`src/rtl/level_mod_3l.sv`:
```
// Three-level modulator front end: decodes the two carrier comparators, filters the request,
// enforces per-level dwell and a timed zero pass on every P<->N reversal.
module level_mod_3l #(
    parameter int unsigned W_T = 8
) (
    input  logic           clk,
    input  logic           rst,
    input  logic           ce,
    input  logic           en,
    input  logic           sig_hi,
    input  logic           sig_lo,
    input  logic [W_T-1:0] t_filt,
    input  logic [W_T-1:0] t_min,
    input  logic [W_T-1:0] t_zero,
    input  logic           err_clr,
    output logic [1:0]     v_lev,
    output logic           lev_chg,
    output logic           err
);

    localparam logic [1:0]     LevZ   = 2'b00;
    localparam logic [1:0]     LevP   = 2'b01;
    localparam logic [1:0]     LevN   = 2'b10;
    localparam logic [W_T-1:0] CntMax = {W_T{1'b1}};

    typedef enum logic [1:0] {StZero, StPos, StNeg, StZpass} state_e;

    state_e         state_q, state_d;
    logic [1:0]     req_q, req_d, req_f_q, req_f;
    logic [W_T-1:0] filt_q, filt_d;
    logic [W_T-1:0] dwell_q, dwell_d;
    logic [W_T-1:0] zero_min;
    logic           err_q, err_d;
    logic           lev_chg_q;
    logic           inv;
    logic           dwell_ok;
    logic           chg;
    logic [1:0]     lev_q, lev_d;

    always_comb begin
        inv   = sig_hi & ~sig_lo;
        req_d = LevZ;
        if (en) begin
            case ({sig_hi, sig_lo})
                2'b11:   req_d = LevP;
                2'b00:   req_d = LevN;
                default: req_d = LevZ;
            endcase
        end
    end

    // The filter count restarts on the same edge that registers a new request.
    always_comb begin
        filt_d = filt_q;
        if (req_d != req_q) begin
            filt_d = '0;
        end else if (filt_q != CntMax) begin
            filt_d = filt_q + W_T'(1);
        end
        req_f = (filt_q >= t_filt) ? req_q : req_f_q;
    end

    always_comb begin
        zero_min = t_min;
        if (t_zero > zero_min) begin
            zero_min = t_zero;
        end
        if (zero_min == '0) begin
            zero_min = W_T'(1);
        end
        dwell_ok = (dwell_q >= t_min);
    end

    always_comb begin
        state_d = state_q;
        case (state_q)
            StZero: begin
                if (dwell_ok && req_f == LevP) state_d = StPos;
                else if (dwell_ok && req_f == LevN) state_d = StNeg;
            end
            StPos: begin
                if (dwell_ok && req_f == LevZ) state_d = StZero;
                else if (dwell_ok && req_f == LevN) state_d = StZpass;
            end
            StNeg: begin
                if (dwell_ok && req_f == LevZ) state_d = StZero;
                else if (dwell_ok && req_f == LevP) state_d = StZpass;
            end
            StZpass: begin
                // Exit target follows the request at exit time.
                if (dwell_q >= zero_min) begin
                    case (req_f)
                        LevP:    state_d = StPos;
                        LevN:    state_d = StNeg;
                        default: state_d = StZero;
                    endcase
                end
            end
            default: state_d = StZero;
        endcase
    end

    always_comb begin
        lev_q = LevZ;
        case (state_q)
            StPos:   lev_q = LevP;
            StNeg:   lev_q = LevN;
            default: lev_q = LevZ;
        endcase
        lev_d = LevZ;
        case (state_d)
            StPos:   lev_d = LevP;
            StNeg:   lev_d = LevN;
            default: lev_d = LevZ;
        endcase
        chg     = (lev_d != lev_q);
        dwell_d = dwell_q;
        if (chg) begin
            dwell_d = W_T'(1);
        end else if (dwell_q != CntMax) begin
            dwell_d = dwell_q + W_T'(1);
        end
        err_d = err_q;
        if (inv) begin
            err_d = 1'b1;
        end else if (err_clr) begin
            err_d = 1'b0;
        end
    end

    always_ff @(posedge clk or negedge rst) begin
        if (!rst) begin
            state_q   <= StZero;
            req_q     <= LevZ;
            req_f_q   <= LevZ;
            filt_q    <= '0;
            dwell_q   <= CntMax;
            err_q     <= 1'b0;
            lev_chg_q <= 1'b0;
        end else begin
            lev_chg_q <= ce & chg;
            if (ce) begin
                state_q <= state_d;
                req_q   <= req_d;
                req_f_q <= req_f;
                filt_q  <= filt_d;
                dwell_q <= dwell_d;
                err_q   <= err_d;
            end
        end
    end

    assign v_lev   = lev_q;
    assign lev_chg = lev_chg_q;
    assign err     = err_q;

endmodule

```
`config.mk`:
```
export PLATFORM = sky130hd
export DESIGN_NAME = level_mod_3l
export DESIGN_NICKNAME = d
export VERILOG_FILES = /design/src/rtl/level_mod_3l.sv
export SDC_FILE = /design/constraint.sdc
export NUM_CORES = 1
export LEC_CHECK = 0
export CELL_PAD_IN_SITES_DETAIL_PLACEMENT = 0
export CELL_PAD_IN_SITES_GLOBAL_PLACEMENT = 1
export CORE_UTILIZATION = 45
export DETAILED_ROUTE_END_ITERATION = 16
export PLACE_DENSITY = 0.95
export SYNTH_ARGS = -nofsm -noshare
export SYNTH_HDL_FRONTEND = slang
export SYNTH_SLANG_ARGS = --single-unit
```
`constraint.sdc`:
```
create_clock -name clk -period 5.5 [get_ports clk]
set_input_delay 0.825 -clock clk [delete_from_list [all_inputs] [get_ports clk]]
set_output_delay 0.825 -clock clk [all_outputs]
set_load 0.05 [all_outputs]
```
==> metrics.md <==
| Metric | Value |
|---|---|
| Outcome | complete, no violations |
| # H-tree levels | 1 |
| Clk Tree Root Cell | clkbuf_8 |
| Detailed-routing wirelength on met1 | about 2.4 mm |
| Final worst path period share | between 90% and 100% |
| Highest Clock Rate | 197 MHz |
| Residual DRC | 0 |
| Area Growth Syn to Fin | 24.7% |
| Number of endpoints failing setup at the final stage | 0 |
| Hold/Removal Path Class | flop to flop |
| Count of unique library cells instantiated by Yosys | 51 |
| Max capacitance violation total | 0 |
| Part of the total power dissipated in the clock network | between 10% and 20% |
| Reg power frac | about a third |
| Flop and latch count out of synthesis | 24 |
| Category of the critical setup timing path | input port to flop |
| Overall power consumption | between 0.0008 and 0.0009 W |
| Mean area per synthesized cell | approximately 9 um^2 |
| Die width | between 70 and 80 um |
| Skew-Pair Late Insertion Delay | 0.26 ns |
| Internal power | a little over 0.0005 W |
| Max Clock Skew | 0.00560 ns |
| Ys async rst share | 100% |
| Main combinational cell family by area after synthesis | compound AO/OA/AOI/OAI gates |
| Most frequent standard cell in the layout excluding fill and tap cells | ha_1 |
| Primary FF master, synth | dfrtp_1 |
| Most area-consuming cells after synthesis | ha_1, dfrtp_1, dfstp_2 |
| TritonCTS sink count | 24 |
| Routed wl met3 | 195 um |
| Share of power burned in combinational logic | a little over half |
| Number of buffers inserted by hold repair at cts | 0 |
| RSZ-0062 raised after global routing | no |
| Highest metal layer with signal wires | met4 |
| Worst setup slack for register-to-register paths | about 2.7 ns |
| Effective utilization at floorplan | a little under half |
| Antenna violations before repair | 0 |
| CP arrival | 5.27 ns |
| Worst hold-check slack | about 0.5 ns |
| Final instance area | around 0.0029 mm^2 |
| Leakage power | about 1.3 nW |
| Number of rows created at floorplan | 25 |
| Vias in the first global route | between 1.5k and 2k |
| Maximum fanout encountered on the critical timing path | 8 |
| Minimum period implied by the final worst setup slack | approximately 5 ns |
| Number of hold violations in the final report | 0 |
| Net count of the finished layout | 361 |
| Inserted Diodes | 0 |
| Clk pin slew, worst setup/hold paths | approximately 0.09 ns |
| Startpoint of the most critical register-to-register path | filt_q[0]$_DFFE_PN0P_ |
| Power density over cell area | 302 mW/mm^2 |
| Post-synth design cell area | 0.00232 mm^2 |
| Adder-cell area share of the yosys netlist | between 10% and 20% |
| Half-perimeter wire length after placement | about 3.9 mm |
| Reg-to-reg endpoint | dwell_q[6]$_DFFE_PN1P_ |
| Area of the core | ~0.0048 mm^2 |
| Worst Reg-to-Reg Cells | 11 |
| Cell count after synthesis | between 200 and 300 |
| Layout cells sized above 1 | ~15% |
| Final Max Tran Viols | 0 |
| Worst setup path endpoint | dwell_q[6]$_DFFE_PN1P_ |
| First-pass GRT wire length | approximately 8.4 mm |
| Number of synthesized flops with an enable pin | 0 |
| Met2 wire length | about 2.2 mm |
| Fraction of post-synthesis cell area in the top cell type by area | a little under a fifth |
| Via/cell ratio | around 5.4 |
| # fillers | 420 |
| Pin slew with the least headroom to its limit | ~1.1 ns |
| Xor-xnor portion of the synthesized cell area | roughly 2.2% |
| Launching element type of the critical path | input port |
| Vias after detailed routing | approximately 2.0k |
| Start point of the critical path | t_zero[1] |
| Overall die height | 73.9 um |
| Worst relative slew slack | between 20% and 30% |
| DRC violation total after the first TritonRoute iteration | 64 |
| Count of synthesis-stage warnings from yosys | 0 |
| Total of buffers placed on input and output ports | 34 |
| Worst supply voltage drop on vdd | roughly 0.18 mV |
| Final ANT Viol Nets | 0 |
| Simple-Gate Fraction of Synth Area | about 20% |
| Overall routed net length | 4.87 mm |
| CTS tree | built |
| NetSw | roughly 0.00037 W |
| Routed wire per std cell | around 13 um |
| Pin count of the biggest net entering global routing | 25 |
| Multiplexer share of the synthesized area | under 10% |
| Die outline area | about 0.0055 mm^2 |
| Share of the synthesized area in compound gates (AO/OA/AOI/OAI) | about a fifth |
| Number of buffers inserted to repair setup after CTS | 0 |
| Nature of the critical path endpoint | flop |
| Total Routing Usage GR | 19.6% |
| Top-level port count | 35 |
| Switching power as a share of total power | between 40 and 50% |
| Syn_nets | 323 |
| Sequential fraction of the synthesis area | between 20% and 30% |
| Clock tree buffer depth | 2 |
| Initial DRT Pass Iterations | 4 |
| Required @ worst endpoint | approximately 5.7 ns |
| Post-Place Cell Area | 0.00275 mm^2 |
| Most frequent cells in the layout | ha_1, clkdlybuf4s50_1, inv_1 |
| Number of CTS-inserted buffers | 3 |
| Largest area contributor in the netlist | ha_1 |
| Final weighted congestion in routability-driven placement | a little under 0.8 |
| Remaining Overflow, GRT | 0 |
## cell type report
class                           count  area (um^2)  area share [%]
Multi-Input combinational cell    204         1680            58.0
Sequential cell                    24          611            21.1
Timing Repair Buffer               36          365            12.6
Inverter                           27          101            3.50
Tap cell                           67         83.8            2.89
Clock buffer                        4         55.1            1.90
## per-layer routing
layer | vias up | track usage, %
li1 | 1001 | -
met1 | 919 | 28.9
met2 | 37 | 30.6
met3 | 6 | 2.74
met4 | 0 | 3.63
met5 | - | 0
## worst min path at each step
stage | startpoint | endpoint | slack (ns) | depth (start not counted)
2_1_floorplan | req_f_q[0]$_DFFE_PN0P_ | req_f_q[0]$_DFFE_PN0P_ | 0.49 | 2
3_3_place_gp | err$_DFFE_PN0P_ | err$_DFFE_PN0P_ | 0.48 | 1
3_5_place_dp | err$_DFFE_PN0P_ | err$_DFFE_PN0P_ | 0.49 | 1
4_1_cts | err$_DFFE_PN0P_ | err$_DFFE_PN0P_ | 0.51 | 1
5_1_grt | err$_DFFE_PN0P_ | err$_DFFE_PN0P_ | 0.53 | 1
6_report | err$_DFFE_PN0P_ | err$_DFFE_PN0P_ | 0.50 | 1
## state kept, by name, indices dropped and copies added, names as in the netlist
register and count:
req_q 2, filt_q 8, req_f_q 2, state_q 2, dwell_q 8, err 1
lev_chg 1
## power by group through the flow
stage	clock network (W)	registers, W	logic, W
6_report	0.000119	0.000294	0.000463
5_1_grt	0.000129	0.000304	0.000519
4_1_cts	0.000122	0.000294	0.000435
3_5_place_dp	0	0.000297	0.000434
3_3_place_gp	0	0.000296	0.000426
2_1_floorplan	0	0.000292	0.000312
## critical path, stage by stage
cell             delay (ns)
clkdlybuf4s50_1        0.53
ha_1                   0.26
nor2b_1                0.13
o21a_1                 0.16
o21a_1                 0.16
o21ai_1                0.12
a21oi_1                0.11
o31ai_4                0.22
buf_6                  0.18
mux2i_2                0.26
nand3_1                0.10
o221ai_1               0.18
ha_1                   0.26
nand2b_1               0.18
a2111oi_4              0.36
a2111oi_1              0.10
o21ai_1                0.22
o22ai_4                0.11
xor2_2                 0.20
o21ai_4                0.29
nor2_8                 0.10
a311oi_2               0.19
## Yosys cell counts, types with 2 or more instances
library cell	number
xnor2_1	4
nor3_1	8
o31ai_4	2
nand2_1	21
nand4_1	5
o21ai_0	17
dfrtp_1	16
nand2b_1	4
nor2_1	18
o21ai_1	3
nor3b_1	2
inv_1	27
clkbuf_1	3
or3_1	3
o21a_1	5
a21o_1	2
a2111oi_0	2
nand3_1	9
ha_1	34
nor3_2	3
mux2_2	3
a31oi_1	2
mux2i_1	11
dfstp_2	8
nor2b_1	7
a21oi_1	14
## timing repair
action | CTS | global route
resized for setup | 0 | 18
hold endpoints to repair | 0 | 0
endpoints found under the setup margin | 0 | 9
## per-stage QoR
| stage | utilization (%) | worst slack (ns) | TNS (ns) | std cells |
|---|---|---|---|---|
| after global placement | 56.7 | 0.139 | 0 | 358 |
| final | 59.8 | 0.414 | 0 | 362 |
| after CTS | 57.9 | 0.166 | 0 | 362 |
| after global routing | 59.8 | 0.0644 | 0 | 362 |
| after detailed placement | 56.7 | -0.0976 | -0.572 | 358 |
| after floorplan | - | 0.794 | 0 | 258 |
## logic make-up after synthesis
family | after synthesis
flops | 24
fa+ha+maj | 34
simple gates | 87
mux | 16
compound gates | 62
xor+xnor | 5
buf+inv | 30
Note: power is estimated with default switching activity, not from simulation.
